$ cat src/rtl/rs_issue_select.sv
// ============================================================================
// rs_issue_select : reservation-station wakeup, oldest-ready select and issue
// Rev 1.0
// ============================================================================
`default_nettype none

module rs_issue_select #(
  parameter int DEPTH     = 8,
  parameter int TAG_W     = 7,
  parameter int PAYLOAD_W = 32,
  parameter int AGE_W     = 4
) (
  input  logic                     clk,
  input  logic                     reset_n,
  input  logic                     flush,
  input  logic                     disp_valid,
  input  logic [$clog2(DEPTH)-1:0] disp_index,
  input  logic [TAG_W-1:0]         disp_ps1,
  input  logic                     disp_ps1_rdy,
  input  logic [TAG_W-1:0]         disp_ps2,
  input  logic                     disp_ps2_rdy,
  input  logic [TAG_W-1:0]         disp_pd,
  input  logic [PAYLOAD_W-1:0]     disp_payload,
  input  logic                     cdb0_valid,
  input  logic [TAG_W-1:0]         cdb0_tag,
  input  logic                     cdb1_valid,
  input  logic [TAG_W-1:0]         cdb1_tag,
  output logic                     iss_valid,
  input  logic                     iss_ready,
  output logic [TAG_W-1:0]         iss_ps1,
  output logic [TAG_W-1:0]         iss_ps2,
  output logic [TAG_W-1:0]         iss_pd,
  output logic [PAYLOAD_W-1:0]     iss_payload,
  output logic [DEPTH-1:0]         entry_valid,
  output logic [$clog2(DEPTH):0]   occupancy
);

  localparam int                 c_IDX_W   = $clog2(DEPTH);
  localparam logic [AGE_W-1:0]   c_AGE_MAX = '1;

  logic [DEPTH-1:0]     r_valid;
  logic [DEPTH-1:0]     r_rdy1;
  logic [DEPTH-1:0]     r_rdy2;
  logic [AGE_W-1:0]     r_age     [DEPTH];
  logic [TAG_W-1:0]     r_ps1     [DEPTH];
  logic [TAG_W-1:0]     r_ps2     [DEPTH];
  logic [TAG_W-1:0]     r_pd      [DEPTH];
  logic [PAYLOAD_W-1:0] r_payload [DEPTH];

  logic                 r_iss_valid;
  logic [TAG_W-1:0]     r_iss_ps1;
  logic [TAG_W-1:0]     r_iss_ps2;
  logic [TAG_W-1:0]     r_iss_pd;
  logic [PAYLOAD_W-1:0] r_iss_payload;

  logic [DEPTH-1:0]     w_hit1;
  logic [DEPTH-1:0]     w_hit2;
  logic                 w_dhit1;
  logic                 w_dhit2;
  logic                 w_found;
  logic [c_IDX_W-1:0]   w_win;
  logic [AGE_W-1:0]     w_best_age;
  logic                 w_load_en;
  logic                 w_issue;
  logic [c_IDX_W:0]     w_occ;

  // CDB tag matches for resident entries and for the entry being dispatched
  always_comb begin
    w_hit1  = '0;
    w_hit2  = '0;
    w_dhit1 = (cdb0_valid && (cdb0_tag == disp_ps1)) || (cdb1_valid && (cdb1_tag == disp_ps1));
    w_dhit2 = (cdb0_valid && (cdb0_tag == disp_ps2)) || (cdb1_valid && (cdb1_tag == disp_ps2));
    for (int i = 0; i < DEPTH; i++) begin
      w_hit1[i] = (cdb0_valid && (cdb0_tag == r_ps1[i])) || (cdb1_valid && (cdb1_tag == r_ps1[i]));
      w_hit2[i] = (cdb0_valid && (cdb0_tag == r_ps2[i])) || (cdb1_valid && (cdb1_tag == r_ps2[i]));
    end
  end

  // Strict greater-than keeps the lowest index on equal ages
  always_comb begin
    w_found    = 1'b0;
    w_win      = '0;
    w_best_age = '0;
    for (int i = 0; i < DEPTH; i++) begin
      if (r_valid[i] && r_rdy1[i] && r_rdy2[i] && (!w_found || (r_age[i] > w_best_age))) begin
        w_found    = 1'b1;
        w_win      = c_IDX_W'(i);
        w_best_age = r_age[i];
      end
    end
  end

  assign w_load_en = !r_iss_valid || iss_ready;
  assign w_issue   = w_load_en && w_found;

  always_ff @(posedge clk) begin
    if (!reset_n || flush) begin
      r_valid <= '0;
      r_rdy1  <= '0;
      r_rdy2  <= '0;
      for (int i = 0; i < DEPTH; i++) begin
        r_age[i] <= '0;
      end
    end else begin
      for (int i = 0; i < DEPTH; i++) begin
        if (r_valid[i]) begin
          if (w_hit1[i]) r_rdy1[i] <= 1'b1;
          if (w_hit2[i]) r_rdy2[i] <= 1'b1;
          if (r_age[i] != c_AGE_MAX) r_age[i] <= r_age[i] + 1'b1;
          if (w_issue && (w_win == c_IDX_W'(i))) r_valid[i] <= 1'b0;
        end else if (disp_valid && (disp_index == c_IDX_W'(i))) begin
          r_valid[i] <= 1'b1;
          r_rdy1[i]  <= disp_ps1_rdy || w_dhit1;
          r_rdy2[i]  <= disp_ps2_rdy || w_dhit2;
          r_age[i]   <= '0;
        end
      end
    end
  end

  // Operand fields only matter while the valid bit is set, so they need no reset
  always_ff @(posedge clk) begin
    for (int i = 0; i < DEPTH; i++) begin
      if (disp_valid && (disp_index == c_IDX_W'(i)) && !r_valid[i]) begin
        r_ps1[i]     <= disp_ps1;
        r_ps2[i]     <= disp_ps2;
        r_pd[i]      <= disp_pd;
        r_payload[i] <= disp_payload;
      end
    end
  end

  always_ff @(posedge clk) begin
    if (!reset_n || flush) begin
      r_iss_valid   <= 1'b0;
      r_iss_ps1     <= '0;
      r_iss_ps2     <= '0;
      r_iss_pd      <= '0;
      r_iss_payload <= '0;
    end else if (w_load_en) begin
      r_iss_valid <= w_found;
      if (w_found) begin
        r_iss_ps1     <= r_ps1[w_win];
        r_iss_ps2     <= r_ps2[w_win];
        r_iss_pd      <= r_pd[w_win];
        r_iss_payload <= r_payload[w_win];
      end
    end
  end

  always_comb begin
    w_occ = '0;
    for (int i = 0; i < DEPTH; i++) begin
      w_occ = w_occ + {{c_IDX_W{1'b0}}, r_valid[i]};
    end
  end

  assign iss_valid   = r_iss_valid;
  assign iss_ps1     = r_iss_ps1;
  assign iss_ps2     = r_iss_ps2;
  assign iss_pd      = r_iss_pd;
  assign iss_payload = r_iss_payload;
  assign entry_valid = r_valid;
  assign occupancy   = w_occ;

endmodule

`default_nettype wire

$ cat config.mk
export PLATFORM = sky130hd
export DESIGN_NAME = rs_issue_select
export DESIGN_NICKNAME = d
export VERILOG_FILES = /design/src/rtl/rs_issue_select.sv
export SDC_FILE = /design/constraint.sdc
export NUM_CORES = 1
export LEC_CHECK = 0
export CAP_MARGIN = 10
export CELL_PAD_IN_SITES_DETAIL_PLACEMENT = 0
export CELL_PAD_IN_SITES_GLOBAL_PLACEMENT = 2
export CORE_MARGIN = 3
export CORE_UTILIZATION = 42
export DETAILED_ROUTE_END_ITERATION = 7
export GPL_ROUTABILITY_DRIVEN = 0
export GPL_TIMING_DRIVEN = 0
export PLACE_DENSITY_LB_ADDON = 0.1
export SYNTH_ARGS = -nofsm -noshare
export SYNTH_HDL_FRONTEND = slang
export SYNTH_SLANG_ARGS = --single-unit
$ cat constraint.sdc
create_clock -name clk -period 14.85 [get_ports clk]
set_clock_uncertainty 0.05 [all_clocks]
set_input_delay 2.2275 -clock clk [delete_from_list [all_inputs] [get_ports clk]]
set_output_delay 2.2275 -clock clk [all_outputs]
set_load 0.02 [all_outputs]
; Word level (Yosys, flattened, before mapping)
; Memory sizes are Yosys's and may differ from the RTL's. A register that Yosys moved wholly into a read port is not among the register bits.
; Index checks and enable logic that the tools add are counted.
[classes]
addsub = 15
magnitude_cmp = 7
eq_ne = 74
mux = 268
bitwise_logic = 16
n_reduce_logical = 185
[ops]
columns = op, n
row1 = 7-bit equality test, 36
row2 = 32-bit 2-to-1 mux, 7
row3 = 32-bit OR reduction, 7
row4 = 1-bit 2-to-1 mux, 183
row5 = 7-bit 2-to-1 mux, 21
row6 = 7-bit OR reduction, 21
row7 = 3-bit 2-to-1 mux, 34
row8 = 4-bit 2-to-1 mux, 23
row9 = 1-bit logical AND, 84
row10 = 2-bit AND reduction, 17
row11 = 4-bit by 1-bit adder with 4-bit output (second input constant), 8
row12 = 2-bit by 1-bit != test with 1-bit output (second input constant), 16
row13 = 4-bit != test (second input constant), 8
row14 = 1-bit logical OR, 29
row15 = 4-bit > comparator, 7
row16 = 3-bit equality test (second input constant), 8
row17 = 1-bit zero test, 17
row18 = 4-bit by 1-bit adder with 4-bit output, 4
row19 = 1-bit bitwise OR, 16
row20 = 2-bit nonzero test, 8
row21 = 3-bit by 2-bit equality test with 1-bit output (second input constant), 4
row22 = 3-bit by 1-bit equality test with 1-bit output (second input constant), 2
row23 = 3-bit zero test, 2
row24 = 3-bit by 1-bit adder with 4-bit output, 1
row25 = 2 further kinds, 2
[totals]
ff_bits = 25
ramBits = 456
inputBits = 79
output_inout_bits = 66
word_cells = 588
n_memories = 5
[memory_table]
columns = memory, depth, word_bits, read_ports, rd_clocked_by_memory_dff, write_ports, line_no
row1 = r_payload, 8, 32, 1, 1, 1, 48  ; logic [PAYLOAD_W-1:0] r_payload [DEPTH];
row2 = r_pd, 8, 7, 1, 1, 1, 47  ; logic [TAG_W-1:0] r_pd [DEPTH];
row3 = r_ps1, 8, 7, 9, 1, 1, 45  ; logic [TAG_W-1:0] r_ps1 [DEPTH];
row4 = r_ps2, 8, 7, 9, 1, 1, 46  ; logic [TAG_W-1:0] r_ps2 [DEPTH];
row5 = r_age, 8, 4, 8, 0, 8, 44  ; logic [AGE_W-1:0] r_age [DEPTH];

; Longest topological paths before layout
[logic_depth]
word_depth = 35
mapped_depth = 60
depth_no_buf = 53

; Worst setup path after synthesis
; Ideal clock, no wire load.
[synth_timing]
kind = register -> register
startpoint = reg r_valid[0] (netlist: entry_valid[0])
endpoint = reg r_iss_ps1[2] (netlist: iss_ps1[2]), read port of r_ps1
t_arrival_ns = 11.707
required_time_ns = 14.675
path_slack_ns = 2.968
path_stages_with_launch = 57
synth_period_minus_slack_ns = 11.882
cell_sequence = dfxtp_1 > and3_1 > nand2_1 > ha_1 > nor2b_1 > o21a_1 > o21a_1 > o31ai_1 > mux2_2 > ha_1 > nor2b_1 > o211ai_1 > nand3_1 > nand2_1 > clkbuf_1 > mux2_2 > ha_1 > nand4_1 > (+21 left out) > ha_1 > nor2b_1 > o21ai_0 > a21oi_1 > o21a_1 > nor3_1 > a21o_1 > ha_1 > nor2b_1 > o211ai_1 > a21oi_1 > a21oi_1 > o41ai_4 > buf_2 > and3_1 > buf_2 > a221oi_1 > nand2_1
[synth_between]
elab_chain_len = 32
word_cells_on_any_way = 53
cone_classes = 7 x order compare / 22 x mux / 24 x reduce/logical
[synth_lines]
columns = element, line_no
row1 = from (decl), 41  ; logic [DEPTH-1:0] r_valid;
row2 = from (signal assigned), 98  ; r_valid <= '0;
row3 = "from (signal, indexed assignment)", 110  ; if (w_issue && (w_win == c_IDX_W'(i))) r_valid[i] <= 1'b0;
row4 = "from (signal, indexed assignment)", 112  ; r_valid[i] <= 1'b1;
row5 = 1-bit logical AND * (2 in series), 85  ; if (r_valid[i] && r_rdy1[i] && r_rdy2[i] && (!w_found || (r_age[i] > w_best_age))) begin
row6 = 4-bit 2-to-1 mux or 1-bit 2-to-1 mux (tied branches), 85
row7 = 4-bit > comparator or 1-bit zero test (tied branches), 85
row8 = 1-bit logical OR, 85
row9 = 1-bit logical AND, 85
row10 = 4-bit 2-to-1 mux or 1-bit 2-to-1 mux (tied branches), 85
row11 = 4-bit > comparator or 1-bit zero test (tied branches), 85
row12 = 1-bit logical OR, 85
row13 = (+15 left out), --
row14 = 1-bit logical OR, 85
row15 = 1-bit logical AND, 85
row16 = 4-bit 2-to-1 mux or 1-bit 2-to-1 mux (tied branches), 85
row17 = 4-bit > comparator or 1-bit zero test (tied branches), 85
row18 = 1-bit logical OR, 85
row19 = 1-bit logical AND, 85
row20 = 1-bit 2-to-1 mux, 85
row21 = 2-bit AND reduction (no line), --
row22 = to (decl), 51  ; logic [TAG_W-1:0] r_iss_ps1;
; Every way passes the cells marked *; elsewhere a longest branch is shown, timed or not.
; A chain may end at the register's enable or synchronous reset.

; Final worst setup path
[layout_timing]
startpoint = reg r_valid[0] (netlist: entry_valid[0])
endpoint = reg r_iss_payload[31] (netlist: iss_payload[31]), read port of r_payload
[layout_between]
elab_chain_len = 32
word_cells_on_any_way = 53
cone_classes = 7 x order compare / 22 x mux / 24 x reduce/logical
[layout_lines]
columns = element, line_no
row1 = 1-bit logical AND * (2 in series), 85
row2 = 4-bit 2-to-1 mux or 1-bit 2-to-1 mux (tied branches), 85
row3 = 4-bit > comparator or 1-bit zero test (tied branches), 85
row4 = 1-bit logical OR, 85
row5 = 1-bit logical AND, 85
row6 = 4-bit 2-to-1 mux or 1-bit 2-to-1 mux (tied branches), 85
row7 = 4-bit > comparator or 1-bit zero test (tied branches), 85
row8 = 1-bit logical OR, 85
row9 = (+15 left out), --
row10 = 1-bit logical OR, 85
row11 = 1-bit logical AND, 85
row12 = 4-bit 2-to-1 mux or 1-bit 2-to-1 mux (tied branches), 85
row13 = 4-bit > comparator or 1-bit zero test (tied branches), 85
row14 = 1-bit logical OR, 85
row15 = 1-bit logical AND, 85
row16 = 1-bit 2-to-1 mux, 85
row17 = 2-bit AND reduction (no line), --
row18 = to (decl), 54  ; logic [PAYLOAD_W-1:0] r_iss_payload;
; Marks and branches as above.

==> impl_metrics.ini <==
[status]
status = complete, no violations

[global_routing]
gr-usage-met2 = 0.413
grt_pass1_wl_um = 115000
grt_util_all_layers = 0.259
use_met3 = 0.0331
grt.busiest_layer = met2
first_global_vias = 16700
antenna_found_initial = 0
grt_use_met1 = 0.371
grt_start_max_net_pins = 52
grt-ovfl-total = 0

[yosys]
avgSynthCellArea_um2 = 13.2
synth_top_family_by_area = compound AO/OA/AOI/OAI gates
synth_edf_count = 456
yosysUniqueCellTypes = 61
synth_compound_area_frac = 0.103
synth_xor_area_frac = 0.0964
netlist_instances = 1850
synth_fa_ha_area_frac = 0.0232
synth_top_area_frac = 0.560
syn_area_mm2 = 0.0244
synth-seq-area-share = 0.624
synth_top_flop_cell = edfxtp_1
synth_area_leaders = edfxtp_1 (56%), xnor2_1 (8.8%), dfxtp_1 (6.4%), mux2i_1 (4.0%), ha_1 (2.0%)
synth_nets = 1972
synth_mux_area_frac = 0.0485
async_flop_share = 0
synth-simple-area-share = 0.0801
synth_top_area_cell = edfxtp_1
yosys_warnings = 0
synth_seq_cells = 534

[clocking]
clkTransAtPathRegs_ns = 0.06
htreeDepth = 2
clock_sinks = 534
cts_made_buffers = 57
cts_hold_buf = 0
clock_latency_ns = 0.63
cts_tree = built
cts.path.max_buffers = 3
cts_root_buf = clkbuf_16

[critical_path]
critPathRequiredTime_ns = 15.28
critPathMaxFanout = 10
cp_top_family = compound AO/OA/AOI/OAI gates
critPathMaxStageDelay_ns = 0.57
crit_type = reg -> reg
critical_path.most_common_cell = ha_1
critPathLaunchType = register
critPathArrivalTime_ns = 14.42
end_kind = register
cp_num_buf_inv = 7
slowest_stage = dfxtp_2

[timing]
slew_headroom = 0.149
hold_violations = 0
setup_ws_ns = 0.859
fin_crit_sh = 0.942
worstMarginPinSlew_ns = 1.27
setup_viol_count_final = 0
fmax_mhz = 71.5
slew_viol_final = 0
final_period_minus_worst_setup_slack_ns = 13.99

[pwr]
p_sw_uw = 742
p_seq_frac = 0.508
internal_power_uw = 2570
power_density_mw_per_mm2 = 113
swShare = 0.224
ir_drop_uv = 103
pwr-share-clk = 0.436
finalPower_uw = 3310
power.leakage_uw = 0.0102
power_frac_comb = 0.056

[die]
coreArea_mm2 = 0.0569
initial_core_util = 0.429
die_area_mm2 = 0.0611
die_h_um = 247
placementRows = 87
ioPinCount = 145
die_x_um = 247

[placed_design]
dp_hpwl_um = 55600
port_buffers = 128
dp_slack_ns = -0.00122

[final_layout]
fin_util = 0.514
final_common_cell = edfxtp_1
drive_gt1_frac = 0.102
area_growth_pct = 19.7
diodes = 0
layout_common_cells = edfxtp_1 (456), xnor2_1 (245), clkdlybuf4s50_1 (128)
nNetsFinal = 2218

[routing]
wl_per_cell_um = 27.3
drt_wl_total_um = 79300
drt_first_pass_iters = 5
vias = 16900
drtIter0Drc = 1710
drc = 0
ant_nets = 0
vias_per_cell = 5.83

[job]
cap_violations = 0

[hold_path]
hp-class = reg -> reg
[layout make-up]
type	instances	area (um^2)
buffer	110	482
clock buffer	73	1570
clock inverter	33	354
fill	4914	27700
inverter	31	121
multi-input combinational	1175	8640
sequential	534	15300
tap	756	946
timing repair buffer	187	1880
[power by group through the flow]
| stage | clock network [uW] | logic [uW] | registers (uW) |
|---|---|---|---|
| CTS | 1470 | 183 | 1680 |
| global placement | 0 | 171 | 1720 |
| floorplan | 0 | 97.3 | 1710 |
| detailed placement | 0 | 182 | 1720 |
| global route | 1530 | 198 | 1690 |
| finish | 1450 | 184 | 1680 |
[per-layer routing]
metal / vias up / part of all wire / wire length [um]
li1: 7564 / - / -
met1: 8501 / 0.44 / 35100
met2: 699 / 0.46 / 36600
met3: 123 / 0.068 / 5410
met4: 0 / 0.027 / 2180
met5: - / 0 / 0
[path summary, 6_finish.rpt]
kind / startpoint / to / slack, ns / cells after the start
worst min-delay path: r_pd[3][4]$_DFFE_PP_ / iss_pd[4]$_SDFFE_PN0P_ / 0.42 / 2
worst max register to register: entry_valid[0]$_SDFF_PN0_ / iss_payload[31]$_SDFFE_PN0P_ / 0.86 / 56
worst min register to register: r_pd[3][4]$_DFFE_PP_ / iss_pd[4]$_SDFFE_PN0P_ / 0.42 / 2
worst max-delay path: entry_valid[0]$_SDFF_PN0_ / iss_payload[31]$_SDFFE_PN0P_ / 0.86 / 56
[metrics by stage]
step                cells  hold WS, ns  setup TNS, ns  instance area, um^2
floorplan            1850        0.388              0                24400
global placement     2734        0.398        -183.27                26700
detailed placement   2789        0.404       -0.00122                27300
CTS                  2897        0.415              0                29200
global route         2899        0.430        -0.0597                29300
finish               2899        0.417              0                29300
[tightest hold or removal path, cell delays in order (launching register included)]
cell	delay, ns
edfxtp_1	0.32
a221oi_1	0.07
nand2_1	0.05
[synthesized netlist by cell type, types with 9 or more instances]
| cell | count |
|---|---|
| a221oi_1 | 47 |
| xor2_1 | 24 |
| buf_1 | 11 |
| a32oi_1 | 52 |
| o22a_1 | 22 |
| xnor2_1 | 245 |
| nor2_1 | 123 |
| and3_1 | 9 |
| o21ai_1 | 27 |
| a211oi_1 | 11 |
| nand3_1 | 37 |
| dfxtp_1 | 78 |
| a21oi_1 | 52 |
| mux2_2 | 15 |
| or3_1 | 26 |
| o22ai_1 | 27 |
| edfxtp_1 | 456 |
| a21o_1 | 14 |
| a22oi_1 | 21 |
| nand4_1 | 76 |
| inv_1 | 31 |
| clkbuf_1 | 71 |
| ha_1 | 39 |
| nand2_1 | 81 |
| o21ai_0 | 51 |
| mux2i_1 | 97 |
| buf_2 | 20 |
[timing repair]
action	CTS	global route
endpoints found under the setup margin	26	61
pin swaps	1	1
buffers inserted	2	2
resized for setup	0	18
endpoints found under the hold margin	0	0
[flip-flops by register name, summed over array words and instances, names as in the netlist]
signal / flops
r_payload: 256
r_pd: 56
r_ps1: 56
r_ps2: 56
iss_payload: 32
r_age: 32
entry_valid: 8
r_rdy1: 8
r_rdy2: 8
iss_pd: 7
iss_ps1: 7
iss_ps2: 7
iss_valid: 1
[logic make-up (layout without fill, tap and decap cells)]
kind of cell	count (synthesis)	in the layout
flops	534	534
simple gates	396	396
compound gates	351	351
xor+xnor	269	269
buf+inv	141	434
mux	116	116
fa+ha+maj	43	43
(Power assumes the default switching activity.)
